===== src/rtl/tracker_mode_gen_if.sv =====
// Tracker drive-mode bundle: run enable and raw sensor in, registered drive code and status out.
// The slave modport is the mode generator; the master side is the controller driving it.
interface tracker_mode_gen_if;
  logic       en;
  logic [2:0] sensor;
  logic [2:0] mode;
  logic       mode_chg;
  logic       lost;

  modport master (
    output en,
    output sensor,
    input  mode,
    input  mode_chg,
    input  lost
  );

  modport slave (
    input  en,
    input  sensor,
    output mode,
    output mode_chg,
    output lost
  );
endinterface


===== src/rtl/tracker_mode_gen.sv =====
// IR line-tracker mode generator: synchronizes and debounces a 3-bit sensor, then
// maps it to a motor drive code, falling back to a search/end sequence when the line is lost.
module tracker_mode_gen #(
  parameter int unsigned DEBOUNCE_CYCLES = 1000,
  parameter int unsigned LOST_TIMEOUT    = 50_000_000
) (
  input  logic             clk,
  input  logic             rst,
  tracker_mode_gen_if.slave bus
);

  typedef enum logic [1:0] {StIdle, StTrack, StLost, StEnd} state_e;
  typedef enum logic [1:0] {SideNone, SideLeft, SideRight} side_e;

  localparam logic [31:0] DebMax  = 32'(DEBOUNCE_CYCLES);
  localparam logic [31:0] DebLoad = 32'(DEBOUNCE_CYCLES - 1);
  localparam logic [31:0] ToLast  = 32'(LOST_TIMEOUT - 1);

  logic [2:0]  sync1_q, sync1_d;
  logic [2:0]  sync2_q, sync2_d;
  logic [31:0] stable_q, stable_d;
  logic [2:0]  deb_q, deb_d;
  logic [31:0] to_q, to_d;
  state_e      state_q, state_d;
  side_e       side_q, side_d;
  logic [2:0]  mode_q, mode_d;
  logic        chg_q, chg_d;
  logic        lost_q, lost_d;

  function automatic logic [2:0] map_code(input logic [2:0] v);
    logic [2:0] m;
    case (v)
      3'b111:  m = 3'b000;
      3'b011:  m = 3'b011;
      3'b001:  m = 3'b001;
      3'b110:  m = 3'b110;
      3'b100:  m = 3'b100;
      3'b010:  m = 3'b101;
      3'b101:  m = 3'b010;
      default: m = 3'b000;
    endcase
    return m;
  endfunction

  function automatic side_e next_side(input logic [2:0] v, input side_e cur);
    side_e s;
    case (v)
      3'b001, 3'b011: s = SideRight;
      3'b100, 3'b110: s = SideLeft;
      default:        s = cur;
    endcase
    return s;
  endfunction

  // Synchronizer and debounce: sync1_q is the value sync2_q takes next, so a mismatch
  // marks the edge at which the synchronized vector changes.
  always_comb begin
    sync1_d = bus.sensor;
    sync2_d = sync1_q;
    deb_d   = deb_q;
    if (sync1_q != sync2_q) begin
      stable_d = '0;
    end else if (stable_q == DebMax) begin
      stable_d = stable_q;
    end else begin
      stable_d = stable_q + 32'd1;
    end
    if ((sync1_q == sync2_q) && (stable_q == DebLoad)) begin
      deb_d = sync2_q;
    end
  end

  always_comb begin
    state_d = state_q;
    mode_d  = mode_q;
    side_d  = side_q;
    to_d    = to_q;
    if (!bus.en) begin
      state_d = StIdle;
      mode_d  = 3'b000;
      side_d  = SideNone;
      to_d    = '0;
    end else begin
      case (state_q)
        StIdle: begin
          state_d = StTrack;
          mode_d  = 3'b000;
        end
        StTrack: begin
          if (deb_q == 3'b000) begin
            state_d = StLost;
            to_d    = '0;
            case (side_q)
              SideRight: mode_d = 3'b001;
              SideLeft:  mode_d = 3'b100;
              default:   mode_d = 3'b111;
            endcase
          end else begin
            mode_d = map_code(deb_q);
            side_d = next_side(deb_q, side_q);
          end
        end
        StLost: begin
          // Reacquisition is checked first so it wins over a coincident timeout.
          if (deb_q != 3'b000) begin
            state_d = StTrack;
            mode_d  = map_code(deb_q);
            side_d  = next_side(deb_q, side_q);
          end else if (to_q == ToLast) begin
            state_d = StEnd;
            mode_d  = 3'b111;
          end else begin
            to_d = to_q + 32'd1;
          end
        end
        StEnd: begin
          mode_d = 3'b111;
          if (deb_q == 3'b010) begin
            state_d = StTrack;
            mode_d  = map_code(deb_q);
          end
        end
        default: begin
          state_d = StIdle;
          mode_d  = 3'b000;
        end
      endcase
    end
    lost_d = (state_d == StLost) || (state_d == StEnd);
    chg_d  = (mode_d != mode_q);
  end

  always_ff @(posedge clk) begin
    if (rst) begin
      sync1_q  <= '0;
      sync2_q  <= '0;
      stable_q <= '0;
      deb_q    <= '0;
      to_q     <= '0;
      state_q  <= StIdle;
      side_q   <= SideNone;
      mode_q   <= '0;
      chg_q    <= 1'b0;
      lost_q   <= 1'b0;
    end else begin
      sync1_q  <= sync1_d;
      sync2_q  <= sync2_d;
      stable_q <= stable_d;
      deb_q    <= deb_d;
      to_q     <= to_d;
      state_q  <= state_d;
      side_q   <= side_d;
      mode_q   <= mode_d;
      chg_q    <= chg_d;
      lost_q   <= lost_d;
    end
  end

  assign bus.mode     = mode_q;
  assign bus.mode_chg = chg_q;
  assign bus.lost     = lost_q;

endmodule


===== src/flat_wrapper.sv =====
// flat-port wrapper written by rule: the top's interface ports become plain ports
module tracker_mode_gen_flat 
#(
  parameter int unsigned DEBOUNCE_CYCLES = 1000,
  parameter int unsigned LOST_TIMEOUT    = 50_000_000
)
  (clk, rst, bus_en, bus_sensor, bus_mode, bus_mode_chg, bus_lost);
  tracker_mode_gen_if bus_i ();
  input  logic clk;
  input  logic rst;
  input wire logic [$bits(bus_i.en)-1:0] bus_en;
  input wire logic [$bits(bus_i.sensor)-1:0] bus_sensor;
  output wire logic [$bits(bus_i.mode)-1:0] bus_mode;
  output wire logic [$bits(bus_i.mode_chg)-1:0] bus_mode_chg;
  output wire logic [$bits(bus_i.lost)-1:0] bus_lost;
  assign bus_i.en = bus_en;
  assign bus_i.sensor = bus_sensor;
  assign bus_mode = bus_i.mode;
  assign bus_mode_chg = bus_i.mode_chg;
  assign bus_lost = bus_i.lost;
  tracker_mode_gen #(.DEBOUNCE_CYCLES(DEBOUNCE_CYCLES), .LOST_TIMEOUT(LOST_TIMEOUT)) u_core (.clk(clk), .rst(rst), .bus(bus_i));
endmodule

===== config.mk =====
export PLATFORM = sky130hd
export DESIGN_NAME = tracker_mode_gen_flat
export DESIGN_NICKNAME = d
export VERILOG_FILES = /design/src/rtl/tracker_mode_gen_if.sv /design/src/rtl/tracker_mode_gen.sv /design/src/flat_wrapper.sv
export SDC_FILE = /design/constraint.sdc
export NUM_CORES = 1
export LEC_CHECK = 0
export CELL_PAD_IN_SITES_DETAIL_PLACEMENT = 0
export CELL_PAD_IN_SITES_GLOBAL_PLACEMENT = 2
export CORE_ASPECT_RATIO = 1.1
export CORE_UTILIZATION = 40
export DETAILED_ROUTE_END_ITERATION = 8
export PLACE_DENSITY = 0.86
export SYNTH_ARGS = -nofsm -noshare
export SYNTH_HDL_FRONTEND = slang
export SYNTH_SLANG_ARGS = --single-unit

===== constraint.sdc =====
create_clock -name clk -period 5.6 [get_ports clk]
set_input_delay 0.84 -clock clk [delete_from_list [all_inputs] [get_ports clk]]
set_output_delay 0.84 -clock clk [all_outputs]
set_load 0.02 [all_outputs]

==> impl_metrics.json, run 1 <==
{
  "ys_top_cells_by_count": "82 x dfxtp_1, 64 x nor2_1, 31 x nand2_1",
  "crit_fanout": 16,
  "slew_viol_final": 0,
  "synth_fp_nets": 522,
  "path_depth": 6,
  "clock-root-buffer": "clkbuf_8",
  "cts_setup_buffers": 0,
  "synth.area.top_cells": "dfxtp_1 40%, nor2_1 5.8%, xor2_1 4.7%",
  "cts.sinks": 82,
  "die_h_um": 108,
  "io_buffers": 10,
  "postCtsHoldBufs": 0,
  "worstPathArrival_ns": 3.19,
  "finalSetupViolCount": 0,
  "antenna_found_initial": 0,
  "start_util_pct": 41.4,
  "fin_crit_sh_pct": 51.6,
  "cp_slowest_cell": "clkdlybuf4s50_1",
  "crit_end": "u_core.to_q[21]",
  "rows": 38,
  "rsz0062_at_grt": "false",
  "grt_pass1_vias": 3144,
  "reg2reg_depth": 7,
  "p_leak_uw": 0.00142,
  "clk-insertion-delay-late_ns": 0.36,
  "cp-end-kind": "register",
  "dr.pass1.iters": 4,
  "drtIter0Drc": 127,
  "crit_family": "simple AND/OR/NAND/NOR gates",
  "reg2reg_from": "u_core.to_q[16]",
  "gp_congestion": 0.789,
  "io_pins": 11,
  "antenna_cells": 0,
  "tns_ns": 0,
  "ant_nets": 0,
  "synth.distinct_cells": 50,
  "grt_usage_pct": 17.8,
  "final_hold_viol_count": 0,
  "grt_max_degree": 33,
  "setup.worst_path.start_class": "primary input",
  "dieWidth_um": 98.7,
  "critPathLaunch": "rst",
  "detailed_place_hpwl_um": 6200,
  "nets": 525,
  "clk_pin_slew_ns": 0.08,
  "period_minus_slack_ns": 2.89,
  "routed_wl_um": 8940,
  "worst_slew_pin_slew_ns": 0.891,
  "slew_headroom_pct": 40.6,
  "core_um2": 9940,
  "routed_via_density": 5.49,
  "yosysTopAreaCell": "dfxtp_1",
  "synth.most_common_cell": "dfxtp_1",
  "post_cts_resize_count": 0,
  "async_flop_share_pct": 0,
  "dpl_cell_area_um2": 4320,
  "cts_tree": "done",
  "r2r-end": "u_core.to_q[12]",
  "synthFlopType": "dfxtp_1",
  "ys_seq_elements": 82,
  "die-area_um2": 10700,
  "final_area_um2": 4480,
  "finalPower_uw": 1020,
  "synth_edf_count": 0,
  "synth_cells": 509,
  "grt-ovfl-total": 0,
  "vias": 3499,
  "fillers": 984,
  "status": "finished clean",
  "grt_pass1_wl_um": 15200,
  "fmaxAchievable_ghz": 0.346,
  "route.detailed.drc": 0,
  "drive_above_1_share_pct": 6.00,
  "hold_ws_ns": 0.479,
  "ys_seq_area_share_pct": 39.9,
  "maxCapViolCount": 0,
  "synth_top_area_share_pct": 39.9,
  "hold_path.class": "reg -> reg",
  "critical-path-max-stage-delay_ns": 0.63,
  "ir_drop_mv": 0.0960,
  "synth_warnings": 0,
  "clockBufferDepth": 2,
  "cts_max_level": 3,
  "cts_buffers": 9,
  "cp_num_buf_inv": 2,
  "syn-cell-area_um2": 4120,
  "worstPathCellList": "clkdlybuf4s50_1, nand2b_1, a21o_1, buf_4, or4_1, nand2_1",
  "final.setup_skew_ns": 0.00744,
  "rrSetupSlack_ns": 2.91,
  "critPathRequiredTime_ns": 5.90,
  "syn_to_final_growth_pct": 8.78,
  "power_density_nw_per_um2": 229,
  "crit_type": "in -> reg",
  "avgSynthCellArea_um2": 8.09,
  "wire_per_inst_um": 14.0
}
==> through the flow <==
step	util, %	setup slack (ns)	std cells
after detailed placement	43.4	2.34	621
final	45.1	2.71	637
after global placement	43.4	2.40	621
after CTS	45.1	2.70	637
after floorplan	-	3.51	509
after global routing	45.1	2.58	637
==> cell usage in the layout, fill, tap and decap left out, types with 3 or more instances in the layout <==
master / count
a21oi_1: 27
a31oi_1: 3
and2_1: 4
and3_1: 10
and4_1: 3
buf_4: 6
clkbuf_1: 3
clkbuf_8: 10
clkdlybuf4s50_1: 10
clkinv_2: 3
dfxtp_1: 82
ha_1: 7
inv_1: 21
mux2i_1: 5
nand2_1: 31
nand2b_1: 5
nand3_1: 25
nand4_1: 14
nor2_1: 64
nor2b_1: 10
nor3_1: 20
nor4_1: 10
o211ai_1: 11
o21ai_0: 19
o21ai_1: 10
o31ai_1: 4
or2_2: 3
or3_1: 15
or4_1: 15
xnor2_1: 18
xor2_1: 22
==> area by class of cell <==
type | instances | area, um^2 | share of cell area, %
multi-input combinational | 382 | 2300 | 51.3
sequential | 82 | 1640 | 36.6
tap | 120 | 150 | 3.35
clock buffer | 13 | 149 | 3.32
timing repair buffer | 16 | 145 | 3.24
inverter | 21 | 78.8 | 1.76
clock inverter | 3 | 15.0 | 0.335
==> power by group <==
group | leakage [uW] | internal [uW] | switching, uW
Sequential | 0.000662 | 588 | 5.56
Combinational | 0.000669 | 18.2 | 33.3
Clock | 0.0000872 | 172 | 208
==> metal layers <==
layer | GRT usage, % | wire (um)
met5 | 0 | 0
met4 | 8.21 | 165
met3 | 3.43 | 200
met2 | 27.3 | 3910
met1 | 24.3 | 4670
==> how the worst min path moves through the flow <==
stage / start / cells past startpoint / slack [ns] / end
6_report: u_core.sync1_q[0] / 1 / 0.48 / u_core.sync2_q[0]
5_1_grt: u_core.sync1_q[2] / 1 / 0.49 / u_core.sync2_q[2]
4_1_cts: u_core.sync1_q[0] / 1 / 0.48 / u_core.sync2_q[0]
3_5_place_dp: u_core.sync1_q[0] / 1 / 0.47 / u_core.sync2_q[0]
3_3_place_gp: u_core.sync1_q[2] / 1 / 0.47 / u_core.sync2_q[2]
2_1_floorplan: u_core.to_q[3] / 2 / 0.45 / u_core.to_q[3]
==> state kept, by name, indices dropped and copies added (netlist names), 2 cells and up <==
name,cells
u_core.bus.mode,3
u_core.to_q,32
u_core.stable_q,32
u_core.state_q,2
u_core.side_q,2
u_core.sync2_q,3
u_core.deb_q,3
u_core.sync1_q,3
==> cells by family (layout without fill, tap and decap cells) <==
kind of cell / after synthesis / after routing / share of synthesized area [%]
xor gates and xnor gates: 40 / 40 / 8.51
DFF: 82 / 82 / 39.9
and+or+nand+nor: 239 / 239 / 30.6
buffers and inverters: 45 / 53 / 4.28
muxes: 6 / 6 / 1.49
adders and majority gates: 7 / 7 / 2.13
AOI/OAI and AO/OA: 90 / 90 / 13.2
No activity file was read; power rests on OpenSTA's default activity.
==> inputs of run 2 (changes only) <==
--- a/config.mk
+++ b/config.mk
@@ -8,9 +8,9 @@
 export CELL_PAD_IN_SITES_DETAIL_PLACEMENT = 0
 export CELL_PAD_IN_SITES_GLOBAL_PLACEMENT = 2
 export CORE_ASPECT_RATIO = 1.1
-export CORE_UTILIZATION = 40
+export CORE_UTILIZATION = 37
 export DETAILED_ROUTE_END_ITERATION = 8
-export PLACE_DENSITY = 0.86
+export PLACE_DENSITY = 0.8
 export SYNTH_ARGS = -nofsm -noshare
 export SYNTH_HDL_FRONTEND = slang
 export SYNTH_SLANG_ARGS = --single-unit
==> constraint.sdc (replaced) <==
create_clock -name clk -period 2.7 [get_ports clk]
set_input_delay 0.405 -clock clk [delete_from_list [all_inputs] [get_ports clk]]
set_output_delay 0.405 -clock clk [all_outputs]
set_load 0.02 [all_outputs]
==> run 2 against run 1 <==
Compared with the run above: via count up 2.6%; largest power group unchanged; design area up 5.0%; utilization decreased by 1.8 points; critical path depth unchanged.
==> impl_metrics.json, run 2 (synthesized netlist as in run 1, its figures left out) <==
{
  "status": "finished clean",
  "rsz0062_at_grt": "false",
  "grt-ovfl-total": 0,
  "drtIter0Drc": 163,
  "drive_above_1_share_pct": 8.32,
  "slew_headroom_pct": 60.9,
  "period_minus_slack_ns": 2.40,
  "postCtsHoldBufs": 0,
  "cts.sinks": 82,
  "start_util_pct": 37.9,
  "final_util_pct": 43.3,
  "cts_setup_buffers": 0,
  "die-area_um2": 11600,
  "clk_pin_slew_ns": 0.06,
  "grt_pass1_wl_um": 15700,
  "biggestRegsByFlops": "u_core.stable_q (32), u_core.to_q (32)",
  "vias": 3589,
  "grt_max_degree": 33,
  "layout_common_cells": "82 x dfxtp_1, 64 x nor2_1, 31 x nand2_1",
  "cts_buffers": 9,
  "fmaxAchievable_ghz": 0.417,
  "clockBufferDepth": 2,
  "grt_pass1_vias": 3325,
  "clk-insertion-delay-late_ns": 0.34,
  "worst_slew_pin_slew_ns": 0.584,
  "syn_to_final_growth_pct": 14.2,
  "hold_ws_ns": 0.478,
  "nets": 537,
  "antenna_found_initial": 0,
  "crit_type": "reg -> reg",
  "maxCapViolCount": 0,
  "ant_nets": 0,
  "crit_fanout": 8,
  "gp_congestion": 0.762,
  "post_cts_resize_count": 0,
  "final_area_um2": 4700,
  "worstPathArrival_ns": 2.60,
  "dr.pass1.iters": 4,
  "io_buffers": 10,
  "final_hold_viol_count": 0,
  "dieWidth_um": 103,
  "cts_max_level": 3,
  "power_density_nw_per_um2": 522,
  "critPathRequiredTime_ns": 2.91,
  "antenna_cells": 0,
  "slew_viol_final": 0,
  "detailed_place_hpwl_um": 6600,
  "pre_cts_ws_ns": 0.284,
  "routed_via_density": 5.31,
  "final_common_cell": "dfxtp_1",
  "rows": 40,
  "core_um2": 10900,
  "die_h_um": 113,
  "hold_path.class": "reg -> reg",
  "io_pins": 11,
  "cp-end-kind": "register",
  "fin_crit_sh_pct": 88.8,
  "ir_drop_mv": 0.278,
  "grt_usage_pct": 17.4,
  "tns_ns": 0,
  "finalSetupViolCount": 0,
  "wire_per_inst_um": 13.6,
  "clock-root-buffer": "clkbuf_16",
  "dpl_cell_area_um2": 4440,
  "fin_ws_ns": 0.303,
  "routed_wl_um": 9190,
  "setup.worst_path.start_class": "register",
  "final.setup_skew_ns": 0.00796,
  "p_leak_uw": 0.00152,
  "route.detailed.drc": 0,
  "cts_tree": "done"
}
[run 2: cell count changes in the layout (fill, tap and decap cells not counted)]
cell	delta
buf_4	+12
clkbuf_8	-10
clkbuf_16	+9
clkbuf_1	-1
clkinv_4	+1
clkinvlp_4	+1
[run 2: report_power, final]
| part | internal (uW) | total [uW] | switching, uW |
|---|---|---|---|
| Sequential | 1220 | 1230 | 9.25 |
| Combinational | 44.7 | 117 | 72.4 |
| Clock | 620 | 1110 | 488 |
[run 2: routing by layer]
metal / global-route usage (%) / wire length, um / vias up
met1: 21.6 / 4350 / 1675
met4: 7.24 / 162 / 0
met2: 28.9 / 4430 / 45
met3: 3.61 / 247 / 13
met5: 0 / 0 / -
li1: - / - / 1856
[run 2: layout make-up]
cell class / instances / area [um^2]
repair buffers: 28 / 235
inverters: 21 / 78.8
multi-input cells: 382 / 2300
well taps: 147 / 184
fillers: 1098 / 6160
flip-flops and latches: 82 / 1640
clock buffers: 11 / 233
clock inverters: 5 / 31.3
[run 2: worst paths after layout]
check,depth (start not counted),endpoint,start,slack (ns)
max,6,u_core.to_q[23],u_core.to_q[24],0.30
min,1,u_core.sync2_q[1],u_core.sync1_q[1],0.48
max reg2reg,6,u_core.to_q[23],u_core.to_q[24],0.30
min reg2reg,1,u_core.sync2_q[1],u_core.sync1_q[1],0.48
[run 2: critical path: stages (launching register included)]
cell and delay [ns]:
dfxtp_1 0.35, or4b_1 0.55, nor4_1 0.33, a31oi_1 0.28
o211ai_1 0.51, or3_1 0.19, a21oi_1 0.05
[run 2: per-stage QoR]
stage	power [uW]	instances
finish	2460	676
global route	2560	676
CTS	2490	676
detailed placement	1380	660
global placement	1380	660
floorplan	1330	509
==> inputs of run 3 (changes only) <==
--- a/config.mk
+++ b/config.mk
@@ -5,12 +5,10 @@
 export SDC_FILE = /design/constraint.sdc
 export NUM_CORES = 1
 export LEC_CHECK = 0
-export CELL_PAD_IN_SITES_DETAIL_PLACEMENT = 0
-export CELL_PAD_IN_SITES_GLOBAL_PLACEMENT = 2
 export CORE_ASPECT_RATIO = 1.1
-export CORE_UTILIZATION = 37
+export CORE_UTILIZATION = 44
 export DETAILED_ROUTE_END_ITERATION = 8
-export PLACE_DENSITY = 0.8
+export PLACE_DENSITY = 0.62
 export SYNTH_ARGS = -nofsm -noshare
 export SYNTH_HDL_FRONTEND = slang
 export SYNTH_SLANG_ARGS = --single-unit
==> run 3 against run 2 <==
Compared with the run above: global-route usage increased by 1.9 points; combinational power about the same; first-iteration DRC count decreased by 29%; critical path type unchanged; sequential power about the same; final cell count decreased by 5.2%; wire length decreased by 6.8%; sequential cell count unchanged; register-to-register slack about the same; total power decreased by 11%; critical endpoint unchanged.
==> impl_metrics.json, run 3 (synthesized netlist as in run 1, its figures left out) <==
{
  "cp_slowest_cell": "or4b_1",
  "dieWidth_um": 94.2,
  "routed_wl_um": 8560,
  "tns_ns": 0,
  "routed_via_density": 5.54,
  "crit_family": "simple AND/OR/NAND/NOR gates",
  "grt_max_degree": 33,
  "nets": 536,
  "vias": 3554,
  "critical-path-max-stage-delay_ns": 0.54,
  "cp-end-kind": "register",
  "final.setup_skew_ns": 0.00913,
  "crit_fanout": 8,
  "setup.worst_path.start_class": "register",
  "layout_common_cells": "82 x dfxtp_1, 64 x nor2_1, 31 x nand2_1",
  "wire_per_inst_um": 13.3,
  "grt_pass1_vias": 3283,
  "rows": 36,
  "antenna_cells": 0,
  "final_common_cell": "dfxtp_1",
  "reg2reg_from": "u_core.to_q[16]",
  "r2r-end": "u_core.to_q[23]",
  "cts_setup_buffers": 0,
  "io_buffers": 10,
  "worstPathCellList": "or4b_1, nor4_1, a31oi_1, o211ai_1, or3_1, a21oi_1",
  "drtIter0Drc": 116,
  "final_hold_viol_count": 0,
  "gp_congestion": 0.801,
  "clock-root-buffer": "clkbuf_8",
  "biggestRegsByFlops": "u_core.stable_q (32), u_core.to_q (32)",
  "worst_slew_pin_slew_ns": 0.572,
  "worstPathArrival_ns": 2.62,
  "dr.pass1.iters": 4,
  "cts_tree": "done",
  "cts.sinks": 82,
  "p_leak_uw": 0.00148,
  "maxCapViolCount": 0,
  "finalPower_uw": 2190,
  "core_um2": 8960,
  "rsz0062_at_grt": "false",
  "drive_above_1_share_pct": 8.35,
  "cp_num_buf_inv": 0,
  "slew_headroom_pct": 61.7,
  "die_h_um": 103,
  "start_util_pct": 45.9,
  "power_density_nw_per_um2": 478,
  "grt_usage_pct": 19.3,
  "holdPathStages": 1,
  "hold_path.class": "reg -> reg",
  "period_minus_slack_ns": 2.40,
  "clockBufferDepth": 2,
  "finalSetupViolCount": 0,
  "fillers": 857,
  "antenna_found_initial": 0,
  "grt-ovfl-total": 0,
  "slew_viol_final": 0,
  "crit_type": "reg -> reg",
  "die-area_um2": 9750,
  "fmaxAchievable_ghz": 0.416,
  "io_pins": 11,
  "syn_to_final_growth_pct": 11.2,
  "post_cts_resize_count": 0,
  "critPathLaunch": "u_core.to_q[16]",
  "postCtsHoldBufs": 0,
  "fin_crit_sh_pct": 89.0,
  "grt_pass1_wl_um": 14900,
  "cts_buffers": 9,
  "status": "finished clean",
  "cts_max_level": 3,
  "ir_drop_mv": 0.333,
  "reg2reg_depth": 6,
  "crit_end": "u_core.to_q[23]",
  "route.detailed.drc": 0,
  "detailed_place_hpwl_um": 6100,
  "rrSetupSlack_ns": 0.30,
  "clk-insertion-delay-late_ns": 0.35,
  "clk_pin_slew_ns": 0.08,
  "critPathRequiredTime_ns": 2.92,
  "ant_nets": 0,
  "path_depth": 6
}
## run 3: cell count changes in the layout (fill, tap and decap cells not counted), sizes merged
cell | previous run | this run
buf | 18 | 17
clkbuf | 11 | 12
clkinv | 4 | 2
clkinvlp | 1 | 0
inv | 21 | 22
## run 3: metrics by stage
| step | cells | hold slack, ns | util (%) | worst slack (ns) | instance area [um^2] |
|---|---|---|---|---|---|
| after global routing | 641 | 0.506 | 51.1 | 0.116 | 4580 |
| after global placement | 626 | 0.464 | 49.0 | 0.393 | 4390 |
| after detailed placement | 626 | 0.471 | 49.0 | 0.312 | 4390 |
| final | 641 | 0.482 | 51.1 | 0.298 | 4580 |
| after floorplan | 509 | 0.450 | - | 0.607 | 4120 |
| after CTS | 641 | 0.486 | 51.1 | 0.272 | 4580 |
## run 3: power breakdown
part	internal [uW]	switching, uW
Combinational	44.7	70.9
Sequential	1220	9.52
Clock	408	437
## run 3: worst reg2reg max path, delay by kind of cell (launching register included)
family | cells | cell delay, ns
compound gates | 3 | 0.86
simple gates | 3 | 1.08
flops | 1 | 0.34
## run 3: layer usage
metal / share of wire (%) / GRT usage (%) / routed length [um] / vias up
met5: 0 / 0 / 0 / -
met4: 1.6 / 7.57 / 140 / 0
met3: 2.5 / 4.17 / 216 / 12
met2: 46 / 30.8 / 3910 / 43
met1: 50 / 25.6 / 4290 / 1661
li1: - / - / - / 1838
## run 3: cell type report
type / instances / area, um^2 / share of cell area [%]
clock buffers: 12 / 165 / 3.61
clock inverters: 3 / 22.5 / 0.492
inverters: 21 / 78.8 / 1.72
multi-input cells: 382 / 2300 / 50.2
flip-flops and latches: 82 / 1640 / 35.9
well taps: 114 / 143 / 3.12
repair buffers: 27 / 228 / 4.97
## run 3: worst min path at each step
| stage | to | slack, ns | from |
|---|---|---|---|
| detailed placement | u_core.sync2_q[1] | 0.47 | u_core.sync1_q[1] |
| CTS | u_core.to_q[3] | 0.49 | u_core.to_q[3] |
| floorplan | u_core.to_q[3] | 0.45 | u_core.to_q[3] |
| finish | u_core.sync2_q[1] | 0.48 | u_core.sync1_q[1] |
| global route | u_core.sync2_q[0] | 0.51 | u_core.sync1_q[0] |
| global placement | u_core.sync2_q[1] | 0.46 | u_core.sync1_q[1] |
